<file path="config.mk">
export PLATFORM = sky130hd
export DESIGN_NAME = bram_rr_arbiter
export DESIGN_NICKNAME = d
export VERILOG_FILES = /design/src/rtl/bram_rr_arbiter.sv
export SDC_FILE = /design/constraint.sdc
export NUM_CORES = 1
export LEC_CHECK = 0
export CORE_AREA = 2 2 90 92
export CTS_CLUSTER_SIZE = 24
export DETAILED_ROUTE_END_ITERATION = 10
export DIE_AREA = 0 0 92 94
export PLACE_DENSITY = 0.82
export SETUP_SLACK_MARGIN = 0.05
export SYNTH_ARGS = -nofsm -noshare
export SYNTH_HDL_FRONTEND = slang
export SYNTH_SLANG_ARGS = --single-unit
</file>
<file path="constraint.sdc">
create_clock -name clk -period 1.14 [get_ports clk]
set_input_delay 0.114 -clock clk [delete_from_list [all_inputs] [get_ports clk]]
set_output_delay 0.114 -clock clk [all_outputs]
set_load 0.1 [all_outputs]
</file>
<file path="src/rtl/bram_rr_arbiter.sv">
// rtl/bram_rr_arbiter.sv - two-requester round-robin arbiter for a simple dual-port BRAM (optional RAW_BYPASS_EN)
module bram_rr_arbiter #(
    parameter int ADDR_WIDTH = 8,
    parameter int DATA_WIDTH = 32
) (
    input  logic                  clk,
    input  logic                  rst,
    // requester A
    input  logic                  a_req,
    input  logic                  a_wr,
    input  logic [ADDR_WIDTH-1:0] a_addr,
    input  logic [DATA_WIDTH-1:0] a_wdata,
    output logic                  a_gnt,
    output logic                  a_rvalid,
    output logic [DATA_WIDTH-1:0] a_rdata,
    // requester B
    input  logic                  b_req,
    input  logic                  b_wr,
    input  logic [ADDR_WIDTH-1:0] b_addr,
    input  logic [DATA_WIDTH-1:0] b_wdata,
    output logic                  b_gnt,
    output logic                  b_rvalid,
    output logic [DATA_WIDTH-1:0] b_rdata,
    // BRAM side
    output logic                  mem_wen,
    output logic [ADDR_WIDTH-1:0] mem_waddr,
    output logic [DATA_WIDTH-1:0] mem_wdata,
    output logic [ADDR_WIDTH-1:0] mem_raddr,
    input  logic [DATA_WIDTH-1:0] mem_rdata
);

    // candidate qualification; reset blocks every grant
    logic a_wc, b_wc, a_rc, b_rc;
    logic wr_gnt_a, wr_gnt_b, rd_gnt_a, rd_gnt_b;

    // priority pointers: 0 = A preferred, 1 = B preferred
    logic wr_pri_q, wr_pri_d;
    logic rd_pri_q, rd_pri_d;

    // read tags: which requester owns the BRAM data returning next cycle
    logic rd_tag_a_q, rd_tag_a_d;
    logic rd_tag_b_q, rd_tag_b_d;

    // shared read data selected for the returning requester
    logic [DATA_WIDTH-1:0] rd_data;

    // Candidate and grant decode for both independent arbiters
    always_comb begin
        a_wc = !rst && a_req &&  a_wr;
        b_wc = !rst && b_req &&  b_wr;
        a_rc = !rst && a_req && !a_wr;
        b_rc = !rst && b_req && !b_wr;

        // a lone candidate always wins; on a tie the pointer decides
        wr_gnt_a = a_wc && (!b_wc || !wr_pri_q);
        wr_gnt_b = b_wc && (!a_wc ||  wr_pri_q);
        rd_gnt_a = a_rc && (!b_rc || !rd_pri_q);
        rd_gnt_b = b_rc && (!a_rc ||  rd_pri_q);

        // a requester carries one request, so at most one of its grants is set
        a_gnt = wr_gnt_a || rd_gnt_a;
        b_gnt = wr_gnt_b || rd_gnt_b;
    end

    // Write datapath: steer the winner's address and data, zero when idle
    always_comb begin
        mem_wen   = wr_gnt_a || wr_gnt_b;
        mem_waddr = '0;
        mem_wdata = '0;
        if (wr_gnt_a) begin
            mem_waddr = a_addr;
            mem_wdata = a_wdata;
        end else if (wr_gnt_b) begin
            mem_waddr = b_addr;
            mem_wdata = b_wdata;
        end
    end

    // Read address: winner's address, zero when no read is granted
    always_comb begin
        mem_raddr = '0;
        if (rd_gnt_a) begin
            mem_raddr = a_addr;
        end else if (rd_gnt_b) begin
            mem_raddr = b_addr;
        end
    end

    // Next-state for priority pointers and read tags
    always_comb begin
        wr_pri_d = wr_pri_q;
        rd_pri_d = rd_pri_q;
        // the granted side hands priority to the other side; no grant, no change
        if (wr_gnt_a) begin
            wr_pri_d = 1'b1;
        end else if (wr_gnt_b) begin
            wr_pri_d = 1'b0;
        end
        if (rd_gnt_a) begin
            rd_pri_d = 1'b1;
        end else if (rd_gnt_b) begin
            rd_pri_d = 1'b0;
        end
        rd_tag_a_d = rd_gnt_a;
        rd_tag_b_d = rd_gnt_b;
    end

    // Priority and tag state; reset discards any read in flight
    always_ff @(posedge clk or posedge rst) begin
        if (rst) begin
            wr_pri_q   <= 1'b0;
            rd_pri_q   <= 1'b0;
            rd_tag_a_q <= 1'b0;
            rd_tag_b_q <= 1'b0;
        end else begin
            wr_pri_q   <= wr_pri_d;
            rd_pri_q   <= rd_pri_d;
            rd_tag_a_q <= rd_tag_a_d;
            rd_tag_b_q <= rd_tag_b_d;
        end
    end

`ifdef RAW_BYPASS_EN
    // same-cycle write/read collision capture for read-after-write forwarding
    logic                  hit_q, hit_d;
    logic [DATA_WIDTH-1:0] byp_data_q, byp_data_d;

    // Detect a granted write and read to the same address
    always_comb begin
        hit_d      = mem_wen && (rd_gnt_a || rd_gnt_b) && (mem_waddr == mem_raddr);
        byp_data_d = mem_wdata;
    end

    // Hold the collision flag and the forwarded write data for one cycle
    always_ff @(posedge clk or posedge rst) begin
        if (rst) begin
            hit_q      <= 1'b0;
            byp_data_q <= '0;
        end else begin
            hit_q      <= hit_d;
            byp_data_q <= byp_data_d;
        end
    end

    // Returned data: new write value on a collision, otherwise the BRAM word
    always_comb begin
        rd_data = hit_q ? byp_data_q : mem_rdata;
    end
`else
    // Returned data: the BRAM word as read (old value on a collision)
    always_comb begin
        rd_data = mem_rdata;
    end
`endif

    // Response routing: only the tagged requester sees data, others see zero
    always_comb begin
        a_rvalid = rd_tag_a_q;
        b_rvalid = rd_tag_b_q;
        a_rdata  = rd_tag_a_q ? rd_data : '0;
        b_rdata  = rd_tag_b_q ? rd_data : '0;
    end

endmodule

</file>
---- Word level (Yosys, flattened, before mapping) ----
Index checks and enable logic that the tools add are counted.
operators by class
  muxes and demuxes ....................... 12
  reduce and logical (&&, ||, !) cells .... 28
operators with widths
  operator           count
  $mux 32            4
  $mux 8             4
  $logic_and 1x1->1  10
  $logic_not 1->1    9
  $logic_or 1x1->1   7
  $mux 1             4
  $reduce_bool 2->1  2
storage, ports and cells
  bits of input ports ..................... 118
  register bits after elaboration ......... 4
  output and inout port bits .............. 117

---- Longest topological paths before layout ----
  depth in word-level cells ............... 8
  gate-level depth with buffers ........... 4

---- Least setup slack after synthesis ----
No wires, ideal clock.
  path kind ............................... input to output
  from .................................... in rst
  to ...................................... out mem_raddr[6]
  arrival ................................. 2214 ps
  slack ................................... -1188 ps
  stages on the path ...................... 4
  path through ............................ clkinv_1 -> clkbuf_1 -> nand2_1 -> o22ai_1
on the way
  longest elaborated chain between the ends .. 8
  elaborated cells between the ends (all ways) .. 13
ends and longest elaborated chain
  item                            line  RTL
  start, declared                 7     input logic rst,
  $logic_not 1->1 (no line) *     -
  $logic_and 1x1->1 (2 in a row)  51    a_rc = !rst && a_req && !a_wr;
  $logic_not 1->1                 58    rd_gnt_b = b_rc && (!a_rc || rd_pri_q);
  $logic_or 1x1->1                58
  $logic_and 1x1->1               58
  $mux 8                          84    end else if (rd_gnt_b) begin
  $mux 8 *                        82    if (rd_gnt_a) begin
  end, declared                   28    output logic [ADDR_WIDTH-1:0] mem_raddr,
Mark *: on every way between the ends. The rest lies on a longest branch, timed or not.

---- Worst setup path after layout ----
  from .................................... reg wr_pri_q
  to ...................................... out mem_wdata[10]
on the way
  longest elaborated chain between the ends .. 4
  elaborated cells between the ends (all ways) .. 7
ends and longest elaborated chain
  item                                                   line    RTL
  start, declared                                        37      logic wr_pri_q, wr_pri_d;
  start signal, assigned                                 116     wr_pri_q <= wr_pri_d;
  $logic_or 1x1->1 or $logic_not 1->1 (tied branches)    56, 55
  $logic_and 1x1->1 or $logic_or 1x1->1 (tied branches)  56, 55
  $mux 32 or $logic_and 1x1->1 (tied branches)           73, 55
  $mux 32 *                                              70      if (wr_gnt_a) begin
  end, declared                                          27      output logic [DATA_WIDTH-1:0] mem_wdata,
Marked as above.

==> impl_summary.log <==
[metrics] initial antenna violation count: 2
[metrics] actual transition at the worst max-transition pin: around 0.26 ns
[metrics] cell breakdown of the critical path: o2111a_2 -> buf_16 -> a22o_4 -> buf_12
[metrics] total number of vias: ~2.5k
[metrics] Max-cap violations: 0
[metrics] cell chosen for the clock root: clkbuf_8
[metrics] clock tree from TritonCTS: built
[metrics] sw frac: between 50% and 60%
[metrics] number of global-route vias before repair: 2870
[metrics] count of buffers from port buffering: 234
[metrics] global placer's final weighted congestion: 0.793
[metrics] Clock Power Share: around 8.4%
[metrics] register bit total from synthesis: 4
[metrics] period utilisation layout: 149%
[metrics] crit-path max cell delay: ~0.42 ns
[metrics] HPWL reported at the end of detailed placement: approximately 7700 um
[metrics] predominant post-synthesis flop cell: dfrtp_1
[metrics] final-stage net count: roughly 560
[metrics] number of enable flip-flop cells after synthesis: 0
[metrics] effective utilization at floorplan: around 16%
[metrics] wire length of the first global-routing pass: 16600 um
[metrics] clock sink count: 4
[metrics] synthesized instance count: roughly 170
[metrics] via density per instance: 4.62
[metrics] CTS Buffer Depth: 2
[metrics] main area contributors after synthesis: and2_1 (33%), a22o_1 (23%), dfrtp_1 (8.4%)
[metrics] maximum fanout encountered on the critical timing path: 15
[metrics] number of nets with antenna violations after routing: 0
[metrics] row count: 32
[metrics] pin count of the biggest net entering global routing: 17
[metrics] top cell types by occurrence after synthesis: and2_1 (64), a22o_1 (32), nand2_1 (17)
[metrics] Synth-to-Final Area Change: 423%
[metrics] worst reg2reg path endpoint: wr_pri_q
[metrics] Routed wire per std cell: 19.6 um
[metrics] final core utilization: 82.3%
[metrics] Max Clk Rate: about 590 MHz
[metrics] portion of synthesized cell area occupied by the leading cell type: around 33%
[metrics] failing checks: setup timing
[metrics] DRT Pass-1 Iters: 4
[metrics] share of total power in combinational logic: ~87%
[metrics] kind of end point of the critical path: primary output
[metrics] Top delay family on crit path: compound AO/OA/AOI/OAI gates
[metrics] later-pin clock latency in the skew report: ~0.22 ns
[metrics] Critical Path Source Type: register
[metrics] Seq/Total Area, Yosys: ~8.4%
[metrics] Avg Synthesized Cell Area: between 7 and 8 um^2
[metrics] post-placement worst setup slack: -0.639 ns
[metrics] H-tree levels: 1
[metrics] highest ir drop seen on vdd: between 0.0004 and 0.0005 V
[metrics] syn_nets: about 290
[metrics] initial detailed-routing violation count: between 40 and 50
[metrics] setup ws final: -0.564 ns
[metrics] kind of path behind the tightest hold check: in -> async
[metrics] Yosys warning total: 0
[metrics] cell with the most instances after synthesis: and2_1
[metrics] core area: around 7600 um^2
[metrics] count of endpoints failing hold in the final timing report: 0
[metrics] DIE HEIGHT: between 90 and 100 um
[metrics] share of final-layout standard cells stronger than drive strength 1: 69.7%
[metrics] Max Transition Viols Final: 0
[metrics] overflow left after global routing: 0
[metrics] sequential share of power: under 10%
[metrics] final critical delay including setup and external delays: between 1.5 and 2 ns
[metrics] slew margin rel.: between 80% and 90%
[metrics] setup slack on the worst flop-to-flop path: approximately 0.090 ns
[metrics] clock-pin slew of the registers on the worst-case setup and hold paths: ~0.04 ns
[metrics] critical path buffer and inverter count: 2
[metrics] setup violators final: 116
[metrics] Register-to-Register Path Depth: 3
[metrics] DRC viols: 0
[metrics] Routed Wire Length: approximately 11000 um
[metrics] slowest stage cell on the critical path: dfrtp_2
[metrics] Ports: between 200 and 250
[metrics] leakage: between 2 and 3 nW
[metrics] Internal Dissipation: approximately 1.9 mW
[metrics] Required @ worst endpoint: 1.03 ns
[metrics] largest area contributor in the netlist: and2_1
[metrics] aggregate global-route resource usage: between 20% and 30%
[metrics] Worst R2R Start: wr_pri_q
[metrics] Total Die Area: slightly below 9000 um^2
[metrics] unrepaired setup endpoints after global routing: yes
[metrics] count of cell types in the netlist: 22
[metrics] data arrival time of the critical path: 1.59 ns
[metrics] power per unit of standard cell area: ~600 nW/um^2
[metrics] Switching Power: between 1.5 and 2 mW
[metrics] share of synthesized registers carrying an async set or reset: 100%
[metrics] horizontal die dimension: 92 um
[metrics] type of the worst setup path: reg -> out
[metrics] clock buffer count from CTS: 3
[metrics] run status: finished, violations left
[metrics] clock tree skew after final layout: around 0.0064 ns
[metrics] cell area after technology mapping: 1200 um^2
## registers in the layout, indices dropped and copies added (netlist names)
register,cells
b_rvalid,1
rd_pri_q,1
wr_pri_q,1
a_rvalid,1
## worst max-delay path by stage
stage             start       endpoint  slack [ns]  depth (start not counted)
5_1_grt        wr_pri_q  mem_wdata[21]       -0.60                          4
2_1_floorplan  wr_pri_q   mem_waddr[0]       -0.32                          2
6_report       wr_pri_q  mem_wdata[10]       -0.56                          4
3_3_place_gp       a_wr   mem_wdata[0]       -0.64                          6
3_5_place_dp       b_wr  mem_wdata[31]       -0.64                          5
4_1_cts        wr_pri_q  mem_wdata[11]       -0.58                          4
## power by group through the flow
stage,Combinational (mW),Clock (mW),Sequential [mW]
5_1_grt,3.37,0.348,0.191
2_1_floorplan,1.72,0,0.215
6_report,3.28,0.318,0.189
4_1_cts,3.28,0.319,0.190
3_3_place_gp,3.00,0,0.184
3_5_place_dp,3.04,0,0.185
## layout by cell type, fill, tap and decap left out, types with 2 or more instances in the layout
| cell type | n |
|---|---|
| buf_12 | 128 |
| clkdlybuf4s50_1 | 112 |
| and2_4 | 64 |
| a22o_4 | 32 |
| o22ai_4 | 16 |
| buf_6 | 14 |
| nand2_1 | 11 |
| buf_4 | 9 |
| buf_16 | 7 |
| nand2_2 | 5 |
| o21ai_0 | 3 |
| o21bai_4 | 3 |
| clkbuf_8 | 3 |
| buf_8 | 3 |
| nand2_4 | 2 |
| dfrtp_4 | 2 |
| clkdlybuf4s15_1 | 2 |
| buf_2 | 2 |
## layer usage
| metal | global-route usage [%] | wire length (um) | up-vias |
|---|---|---|---|
| met5 | 0 | 0 | - |
| met4 | 5.10 | 161 | 0 |
| met3 | 6.34 | 863 | 8 |
| met2 | 49.0 | 5920 | 148 |
| met1 | 25.9 | 3640 | 1179 |
| li1 | - | - | 1155 |
## cells by family after synthesis
kind of cell           Yosys count  synth area share (%)
buffers and inverters           18                  9.61
AOI/OAI and AO/OA               61                  41.0
DFF                              4                  8.36
and+or+nand+nor                 86                  41.1
## area by class of cell
type	instances	area [um^2]
tap	102	128
timing repair buffer	279	4210
inverter	2	8.76
fill	390	1340
sequential	4	109
clock buffer	4	45.0
antenna	1	2.50
multi-input combinational	147	1760
## timing repair
| action | 4_1_cts | 5_1_grt |
|---|---|---|
| cloned | 12 | 0 |
| endpoints found under the setup margin | 121 | 119 |
| hold buffers | 0 | 0 |
| pin swaps | 16 | 8 |
| gates resized for setup | 59 | 10 |
| buffers inserted | 14 | 5 |
## worst min-delay path, cell delays in order
cell and delay (ns):
clkdlybuf4s15_1 0.21, clkinv_2 0.08, buf_4 0.10, bufbuf_16 0.27
## stage by stage
stage                     cell area (um^2)  hold slack [ns]  instances  setup TNS, ns  power, mW
after floorplan                       1990           0.0983        169         -22.49       1.93
after global placement                5690            0.484        511         -30.06       3.19
after detailed placement              5690            0.507        511         -31.39       3.23
after CTS                             6350            0.270        539         -43.75       3.79
after global routing                  6260            0.235        538         -45.09       3.91
final                                 6260            0.225        539         -41.08       3.78
(Power assumes the default switching activity.)
